<file path="config.mk">
export PLATFORM = sky130hd
export DESIGN_NAME = cpu
export DESIGN_NICKNAME = d
export VERILOG_FILES = /design/src/rtl/cpu_pkg.sv /design/src/rtl/cpu_control.sv /design/src/rtl/cpu.sv
export SDC_FILE = /design/constraint.sdc
export NUM_CORES = 2
export LEC_CHECK = 0
export BUFFER_PORTS_ARGS = -buffer_cell sky130_fd_sc_hd__buf_2
export CORE_MARGIN = 4
export CORE_UTILIZATION = 60
export DETAILED_ROUTE_END_ITERATION = 8
export HOLD_SLACK_MARGIN = 0.1
export PLACE_DENSITY_LB_ADDON = 0.12
export SETUP_SLACK_MARGIN = 0.02
export SYNTH_ARGS = -nofsm -noshare
export SYNTH_HDL_FRONTEND = slang
export SYNTH_HIERARCHICAL = 1
export SYNTH_SLANG_ARGS = --single-unit
</file>
<file path="constraint.sdc">
create_clock -name clk -period 18.4 [get_ports clk]
set_input_delay 2.76 -clock clk [delete_from_list [all_inputs] [get_ports clk]]
set_output_delay 2.76 -clock clk [all_outputs]
set_load 0.005 [all_outputs]
</file>
<file path="src/rtl/cpu_pkg.sv">
// cpu_pkg: opcodes, ALU codes, instruction field positions and an immediate helper
package cpu_pkg;
    localparam int OP_HI  = 31;
    localparam int OP_LO  = 28;
    localparam int RD_HI  = 27;
    localparam int RD_LO  = 24;
    localparam int RA_HI  = 23;
    localparam int RA_LO  = 20;
    localparam int RB_HI  = 19;
    localparam int RB_LO  = 16;
    localparam int IMM_HI = 15;
    localparam int IMM_LO = 0;

    localparam logic [3:0] OP_NOP  = 4'h0;
    localparam logic [3:0] OP_AND  = 4'h1;
    localparam logic [3:0] OP_OR   = 4'h2;
    localparam logic [3:0] OP_XOR  = 4'h3;
    localparam logic [3:0] OP_ADD  = 4'h4;
    localparam logic [3:0] OP_SUB  = 4'h5;
    localparam logic [3:0] OP_SLT  = 4'h6;
    localparam logic [3:0] OP_SLL  = 4'h7;
    localparam logic [3:0] OP_BEQ  = 4'h8;
    localparam logic [3:0] OP_BNE  = 4'h9;
    localparam logic [3:0] OP_LW   = 4'hA;
    localparam logic [3:0] OP_SW   = 4'hB;
    localparam logic [3:0] OP_ADDI = 4'hC;
    localparam logic [3:0] OP_LUI  = 4'hD;
    localparam logic [3:0] OP_SLTI = 4'hE;
    localparam logic [3:0] OP_JAL  = 4'hF;

    localparam logic [3:0] ALU_ADD   = 4'd0;
    localparam logic [3:0] ALU_SUB   = 4'd1;
    localparam logic [3:0] ALU_AND   = 4'd2;
    localparam logic [3:0] ALU_OR    = 4'd3;
    localparam logic [3:0] ALU_XOR   = 4'd4;
    localparam logic [3:0] ALU_SLT   = 4'd5;
    localparam logic [3:0] ALU_SLL   = 4'd6;
    localparam logic [3:0] ALU_PASSB = 4'd8;

    function automatic logic [31:0] sext16(input logic [15:0] v);
        return {{16{v[15]}}, v};
    endfunction
endpackage

</file>
<file path="src/rtl/cpu_control.sv">
// cpu_control: combinational opcode decoder for mux selects, write enable and ALU code
module cpu_control
    import cpu_pkg::*;
(
    input  logic [3:0] opcode,
    output logic       M1,
    output logic       M2,
    output logic       M3,
    output logic       M4,
    output logic       M5,
    output logic       M6,
    output logic       Wr_en,
    output logic [3:0] ALU,
    output logic       is_beq,
    output logic       is_bne
);
    always_comb begin
        M1     = opcode inside {OP_BEQ, OP_BNE, OP_SW};
        M2     = opcode inside {OP_LW, OP_SW, OP_ADDI, OP_LUI, OP_SLTI};
        M3     = opcode == OP_LUI;
        M4     = opcode == OP_LW;
        M5     = opcode == OP_JAL;
        M6     = opcode == OP_JAL;
        Wr_en  = opcode inside {OP_AND, OP_OR, OP_XOR, OP_ADD, OP_SUB, OP_SLT, OP_SLL,
                                OP_LW, OP_ADDI, OP_LUI, OP_SLTI, OP_JAL};
        is_beq = opcode == OP_BEQ;
        is_bne = opcode == OP_BNE;
        case (opcode)
            OP_AND:          ALU = ALU_AND;
            OP_OR:           ALU = ALU_OR;
            OP_XOR:          ALU = ALU_XOR;
            OP_SUB:          ALU = ALU_SUB;
            OP_SLT, OP_SLTI: ALU = ALU_SLT;
            OP_SLL:          ALU = ALU_SLL;
            OP_LUI:          ALU = ALU_PASSB;
            default:         ALU = ALU_ADD;
        endcase
    end
endmodule

</file>
<file path="src/rtl/cpu.sv">
// cpu: single-cycle 32-bit, 16-register core with inline register file, ALU and data memory
module cpu
    import cpu_pkg::*;
#(
    parameter int DMEM_WORDS = 64
) (
    input  logic        clk,
    input  logic        rst,
    input  logic [31:0] instruction,
    output logic [31:0] pc,
    output logic [31:0] Ra_rf,
    output logic [31:0] Rb_rf,
    output logic        M1,
    output logic        M2,
    output logic        M3,
    output logic        M4,
    output logic        M5,
    output logic        M6,
    output logic        M7,
    output logic        Wr_en,
    output logic        Eq,
    output logic [3:0]  ALU,
    output logic [31:0] mux3_out,
    output logic [31:0] mux4_out1,
    output logic [31:0] mux5_out1,
    output logic [31:0] mux6_out
);
    localparam int AW = $clog2(DMEM_WORDS);

    logic [31:0] regs [16];
    logic [31:0] dmem [DMEM_WORDS];
    logic [3:0]  opcode, rd, ra, rb, rb_sel;
    logic [15:0] imm;
    logic [31:0] alu_b, alu_y, pc_inc;
    logic        is_beq, is_bne;

    assign opcode = instruction[OP_HI:OP_LO];
    assign rd     = instruction[RD_HI:RD_LO];
    assign ra     = instruction[RA_HI:RA_LO];
    assign rb     = instruction[RB_HI:RB_LO];
    assign imm    = instruction[IMM_HI:IMM_LO];

    cpu_control u_control (
        .opcode (opcode),
        .M1     (M1),
        .M2     (M2),
        .M3     (M3),
        .M4     (M4),
        .M5     (M5),
        .M6     (M6),
        .Wr_en  (Wr_en),
        .ALU    (ALU),
        .is_beq (is_beq),
        .is_bne (is_bne)
    );

    assign rb_sel    = M1 ? rd : rb;
    assign Ra_rf     = ra == 4'd0 ? '0 : regs[ra];
    assign Rb_rf     = rb_sel == 4'd0 ? '0 : regs[rb_sel];
    assign Eq        = Ra_rf == Rb_rf;
    assign M7        = (is_beq & Eq) | (is_bne & ~Eq);
    assign mux3_out  = M3 ? {imm, 16'h0} : sext16(imm);
    assign alu_b     = M2 ? mux3_out : Rb_rf;
    assign pc_inc    = pc + 32'd1;

    always_comb begin
        case (ALU)
            ALU_ADD:   alu_y = Ra_rf + alu_b;
            ALU_SUB:   alu_y = Ra_rf - alu_b;
            ALU_AND:   alu_y = Ra_rf & alu_b;
            ALU_OR:    alu_y = Ra_rf | alu_b;
            ALU_XOR:   alu_y = Ra_rf ^ alu_b;
            ALU_SLT:   alu_y = {31'd0, $signed(Ra_rf) < $signed(alu_b)};
            ALU_SLL:   alu_y = Ra_rf << alu_b[4:0];
            ALU_PASSB: alu_y = alu_b;
            default:   alu_y = '0;
        endcase
    end

    assign mux4_out1 = M4 ? dmem[alu_y[AW-1:0]] : alu_y;
    assign mux5_out1 = M5 ? pc_inc : mux4_out1;
    assign mux6_out  = M6 ? {16'h0, imm} : (M7 ? pc_inc + sext16(imm) : pc_inc);

    // data memory keeps its contents across reset but never writes while in reset
    always_ff @(posedge clk) begin
        if (rst && opcode == OP_SW) dmem[alu_y[AW-1:0]] <= Rb_rf;
    end

    always_ff @(posedge clk or negedge rst) begin
        if (!rst) begin
            pc <= '0;
            for (int i = 0; i < 16; i++) regs[i] <= '0;
        end else begin
            pc <= mux6_out;
            if (Wr_en && rd != 4'd0) regs[rd] <= mux5_out1;
        end
    end
endmodule

</file>
* After elaboration in Yosys (flattened, before gate mapping)
Memory sizes are Yosys's and may differ from the RTL's.
Cells that the tools add are included.
** Word-level totals
- Memory bits (writable) :: 2048
- ROM bits :: 64
- Memories kept :: 2
- Register bits after elaboration :: 544
- Output and inout port bits :: 237
- Input port bits :: 34
** Memories
- dmem :: depth 64, bits a word 32, rd ports 1, clocked after Yosys merged registers in 0, write ports 1, RTL line cpu.sv:31 : logic [31:0] dmem [DMEM_WORDS];
- (name not given) :: depth 16, bits a word 4, rd ports 1, clocked after Yosys merged registers in 0, write ports 0, RTL line cpu_control.sv:28 : case (opcode)
** Cells by class
- Bitwise logic cells :: 10
- Shift-type cells :: 1
- Multiplexer cells :: 21
- Reductions and logical operators :: 10
- Equality and inequality tests :: 23
- $lt $le $gt $ge :: 5
- Add/sub/neg operators :: 4
** Operators with widths (number)
- bitwise mux 512 bit :: 1
- 2-to-1 mux 32 bit :: 12
- binary-select mux 32 bit (select 4 bit) :: 2
- case mux 32 bit (8 select lines) :: 1
- demux 32 bit (select 4 bit) :: 1
- adder 32 bit :: 2
- equality test 4 bit (second input constant) :: 9
- adder 32 x 1 -> 32 bit (second input constant) :: 1
- bitwise AND 32 bit :: 1
- equality test 32 bit :: 1
- less-than comparator 32 bit :: 1
- OR 32 bit :: 1
- left shift 32 x 5 -> 32 bit :: 1
- subtractor 32 bit :: 1
- XOR 32 bit :: 1
- 2-to-1 mux 31 bit :: 1
- equality test 4 x 3 -> 1 bit (second input constant) :: 7
- equality test 4 x 2 -> 1 bit (second input constant) :: 4
- >= comparator 5 bit (second input constant) :: 3
- NOT 4 -> 5 bit :: 3
- logical NOT 4 bit :: 3
- nonzero test 12 bit :: 1
- equality test 4 x 1 -> 1 bit (second input constant) :: 2
- less-than comparator 5 x 1 -> 1 bit (second input constant) :: 1
- other kinds (9) :: 13

* Depth between registers and ports, before layout
An unclocked memory read counts as a cell.
- Depth in word-level cells :: 15
- Gate-level depth with buffers :: 38
- Mapped depth without buffers :: 26

* Modules after synthesis
Netlist, hierarchy kept.
** Modules (own cells, without submodules)
- cpu :: sequential area each 75112.0 µm², cells each 9587, area an instance 119455.8 µm², times used 1
- cpu_control :: sequential area each 0.0 µm², cells each 37, area an instance 291.5 µm², times used 1

* Worst setup path after synthesis
Ideal clock, no wire load.
- Path type :: input port to output port
- From :: input port instruction[28]
- To :: output port mux5_out1[27]
- Required time :: 15.640 ns
- Buffers on the path :: 11
- Slack :: 2.196 ns
- Stages :: 35
- Arrival :: 13.444 ns
- Cells stage by stage :: inv_1 ha_1 o31a_1 mux2_2 buf_2 clkbuf_1 clkbuf_1 buf_1 nand2_1 nand3_1 nand3_1 a311oi_1 o21ai_0 inv_1 ha_1 clkbuf_1 or3_1 nor2_1 nand3_1 or2_0 a311o_1 a21o_1 buf_1 a21oi_4 buf_4 buf_4 buf_2 buf_2 mux2i_1 o22ai_1 o21ai_0 o2111ai_1 o31ai_1 buf_2 inv_1
** Between the ends
- Word-level cells in the longest chain between the ends :: 14
** RTL lines
- start, declared :: RTL line cpu.sv:9 : input logic [31:0] instruction,
- equality test 4 bit :: RTL line cpu_control.sv:18 : M1 = opcode inside {OP_BEQ, OP_BNE, OP_SW};
- nonzero test 3 bit (*) :: RTL line cpu_control.sv:18
- via M1 :: RTL line cpu.sv:13 : output logic M1,
- 2-to-1 mux 4 bit (*) :: RTL line cpu.sv:57 : assign rb_sel = M1 ? rd : rb;
- NOT 4 -> 5 bit (not written as such) :: RTL line cpu.sv:59 : assign Rb_rf = rb_sel == 4'd0 ? '0 : regs[rb_sel];
- binary-select mux 32 bit (select 4 bit) :: RTL line cpu.sv:59
- 2-to-1 mux 32 bit (not written as such) (2 in series) :: RTL line cpu.sv:59
- 2-to-1 mux 32 bit (*) :: RTL line cpu.sv:59
- via Rb_rf[18] :: RTL line cpu.sv:12 : output logic [31:0] Rb_rf,
- 2-to-1 mux 32 bit (*) :: RTL line cpu.sv:63 : assign alu_b = M2 ? mux3_out : Rb_rf;
- less-than comparator 32 bit :: RTL line cpu.sv:73 : ALU_SLT: alu_y = {31'd0, $signed(Ra_rf) < $signed(alu_b)};
- case mux 32 bit (8 select lines) (*) :: RTL line cpu.sv:67 : case (ALU)
- memory read (64 x 32 bit)
- 2-to-1 mux 32 bit (*) :: RTL line cpu.sv:80 : assign mux4_out1 = M4 ? dmem[alu_y[AW-1:0]] : alu_y;
- 2-to-1 mux 32 bit (*) :: RTL line cpu.sv:81 : assign mux5_out1 = M5 ? pc_inc : mux4_out1;
- end, declared :: RTL line cpu.sv:25 : output logic [31:0] mux5_out1,
The timed path passes the listed nets; every way through them passes the cells marked *. The select of a mux whose other input is x is not followed.

* Final worst setup path
- From :: input port instruction[29]
- To :: output port mux5_out1[0]
** Between the ends
- Word-level cells in the longest chain between the ends :: 14
** RTL lines
- equality test 4 bit (on tied branches) :: RTL line cpu_control.sv:18, cpu_control.sv:19
- nonzero test 3 bit :: RTL line cpu_control.sv:18
- 2-to-1 mux 4 bit :: RTL line cpu.sv:57
- NOT 4 -> 5 bit (not written as such) :: RTL line cpu.sv:59
- binary-select mux 32 bit (select 4 bit) :: RTL line cpu.sv:59
- 2-to-1 mux 32 bit (not written as such) (2 in series) :: RTL line cpu.sv:59
- 2-to-1 mux 32 bit :: RTL line cpu.sv:59
- 2-to-1 mux 32 bit :: RTL line cpu.sv:63
- subtractor 32 bit, or another cell as far along :: RTL line cpu.sv:69 : ALU_SUB: alu_y = Ra_rf - alu_b;
- case mux 32 bit (8 select lines) :: RTL line cpu.sv:67
- memory read (64 x 32 bit)
- 2-to-1 mux 32 bit :: RTL line cpu.sv:80
- 2-to-1 mux 32 bit (*) :: RTL line cpu.sv:81
Mark *: on every way between the ends. The rest lies on a longest branch, timed or not. The select of a mux whose other input is x is not followed.

==> impl_metrics.tcl <==
set metrics [dict create \
    fmax_ghz 0.0565 \
    cp_max_fo 73 \
    crit_required_ns 15.64 \
    drc 0 \
    p_int_mw 13.7 \
    post_cts_resized 0 \
    power_frac_seq_pct 31.3 \
    nFillCells 14100 \
    cts_buffers 281 \
    io_pins 271 \
    synth.avg_cell_area_um2 12.4 \
    cts_buffer_depth 4 \
    synth_fp_nets 9796 \
    hold_violations 0 \
    wl_um 468000 \
    drive_gt1_share_pct 17.0 \
    portBuffers 270 \
    core_mm2 0.198 \
    ys_seq_area_share_pct 62.7 \
    crit_type "primary input to primary output" \
    outcome "finished with violations" \
    dp_slack_ns 1.84 \
    p_switching_mw 11.0 \
    dp_hpwl_um 293000 \
    pwr-share-clk_pct 21.7 \
    grt_overflow 0 \
    synth_area_leader_cell "edfxtp_1" \
    fin_area_mm2 0.134 \
    dieArea_mm2 0.207 \
    gp_congestion 1.03 \
    yosys.cell_count.top_type "edfxtp_1" \
    min_path_type "register to register" \
    min_delay_path_depth 0 \
    cp_common_cell "buf_4" \
    async_flop_share_pct 21.0 \
    cts_sinks 2592 \
    antenna_left 0 \
    fin_nets 10000 \
    r2r_slack_ns 8.00 \
    yosys-top-cells-area "edfxtp_1 51%, dfrtp_1 11%, nand2_1 5.8%" \
    total_power_mw 24.7 \
    finalCritPeriodShare_pct 96.1 \
    avgViaCountPerCell 7.05 \
    worstPathArrival_ns 14.93 \
    postPlaceCellArea_mm2 0.126 \
    fp.dieH_um 455 \
    synth.cell_area_mm2 0.120 \
    power_frac_comb_pct 47.0 \
    ir_worst_vdd_mv 0.150 \
    dieWidth_um 455 \
    drt_iter0_markers 14800 \
    finalMaxSlewViolations 5 \
    antenna_found_initial 37 \
    via_count 89600 \
    power_leakage_nw 50.7 \
    cpPeakStageDelay_ns 1.30 \
    clock_latency_ns 0.94 \
    synth.distinct_cells 106 \
    final_cell_count_no_fill 12700 \
    cts_hold_buf 0 \
    rsz0062_at_grt "false" \
    drv_cap 3 \
    critPathLaunchType "primary input" \
    hp-start "regs[503]" \
    skew_ns 0.0629 \
    synth_seq_cells 2592 \
    cts.htree.levels 5 \
    rr_worst_depth 24 \
    start_util_pct 60.5 \
    fp-row-count 163 \
    fin_worst_hold_slack_ns 0.376 \
    syn_inst 9624 \
    routedWlPerCell_um 36.8 \
    worstReg2RegEnd "regs[160]" \
    setup_violations 0 \
    worstHoldEndpoint "regs[503]" \
    synth-main-ff-cell "edfxtp_1" \
    syn_to_final_growth_pct 12.3 \
    fin_util_pct 68.0 \
    synth_edf_count 2048 \
    cts_tree "built" \
    swShare_pct 44.4 \
    fin_crit_ns 17.69 \
    worst_pin_slew_ns 1.66 \
    numPlacedInstances 12200 \
    dr.pass1.iters 6 \
    power_density_mw_per_mm2 183 \
    violations "max-capacitance violations, max-slew violations" \
    cp-startpoint "instruction[29]" \
    postCtsSetupBuffers 0 \
    synth_common_cells "2048 x edfxtp_1, 1844 x nand2_1, 609 x nand3_1" \
    crit_path_end_kind "primary output" \
    root_buffer "clkbuf_16" \
    grt_pass1_vias 83500 \
    grt_start_max_net_pins 118 \
    tns_ns 0 \
    grt_util_all_layers_pct 44.7 \
    fin_ws_ns 0.711 \
    reg2reg_from "regs[320]" \
    yosysTopAreaCellShare_pct 51.4 \
    relSlewSlack_pct -11.7 \
    grt_pass1_wl_um 647000 \
    worst_path_max_delay_cell "nor4_1" \
    cts.reportedPaths.clkPinSlew_ns 0.06 \
    yosys_warnings 6 \
]
[worst max-delay path: cells and delay by family]
| family | cells | cell delay [ns] |
|---|---|---|
| buffers and inverters | 11 | 3.41 |
| muxes | 1 | 0.32 |
| AOI/OAI and AO/OA | 9 | 5.17 |
| and+or+nand+nor | 8 | 2.51 |
| adders and majority gates | 2 | 0.54 |
[worst max-delay path by stage]
stage	end	slack (ns)
after floorplan	mux5_out1[27]	2.20
after detailed placement	mux5_out1[10]	1.84
after CTS	mux5_out1[10]	1.80
after global routing	mux5_out1[0]	0.69
final	mux5_out1[0]	0.71
after global placement	mux5_out1[12]	1.84
[layout make-up]
type / count / area, um^2 / area share (%)
sequential: 2592 / 75100 / 55.9
multi-input combinational: 6135 / 42200 / 31.4
clock buffer: 368 / 7720 / 5.75
timing repair buffer: 656 / 4580 / 3.41
tap: 2640 / 3300 / 2.46
clock inverter: 109 / 785 / 0.584
inverter: 185 / 694 / 0.517
antenna: 26 / 65.1 / 0.0484
[cell usage in the layout (no fill, tap or decap), types with 68 or more instances in the layout]
cell type  Yosys  routed
mux2_2       258     256
nor2_1       337     270
clkbuf_16      0     293
nand3_1      609     604
ha_1         135     135
a31oi_1       89      78
mux2i_1      551     549
a21oi_1      306     301
buf_2        196     267
o21ai_0      399     398
xnor2_1       72      68
edfxtp_1    2048    2048
a22oi_1       74      73
dfrtp_1      544     544
a211oi_1     113     110
o22ai_1      116     116
buf_4         48     361
nor3_1        75      69
nand4_1       86      86
inv_1        178     176
mux4_2       204     204
nand2_1     1844    1832
[registers in the layout (all words and copies together) (netlist names)]
register / flops
dmem: 2048
pc: 32
regs: 512
[cell families (layout without fill, tap and decap cells)]
family	after synthesis	count (layout)	synth area share, %
AND/OR/NAND/NOR	3206	3206	11.5
flip-flops	2592	2592	62.7
AO/OA/AOI/OAI	1674	1674	9.31
multiplexers	1019	1019	10.9
buffers and inverters	897	1318	3.30
adder cells (fa/ha/maj)	138	138	1.46
XOR/XNOR	98	98	0.717
other	0	26	0
[routing by layer]
metal	up-vias	track usage (%)	part of all wire [%]
met5	-	0	0.016
met4	10	33.4	9.4
li1	36400	-	-
met1	44100	57.6	34
met3	1631	13.8	14
met2	7492	64.1	42
[power groups by stage]
| stage | Sequential (mW) | Combinational [mW] | Clock (mW) |
|---|---|---|---|
| 3_3_place_gp | 7.76 | 10.9 | 0 |
| 6_report | 7.72 | 11.6 | 5.36 |
| 4_1_cts | 7.69 | 11.1 | 5.36 |
| 3_5_place_dp | 7.81 | 11.0 | 0 |
| 5_1_grt | 7.77 | 11.8 | 5.61 |
| 2_1_floorplan | 7.73 | 6.12 | 0 |
No activity file was read; power rests on OpenSTA's default activity.
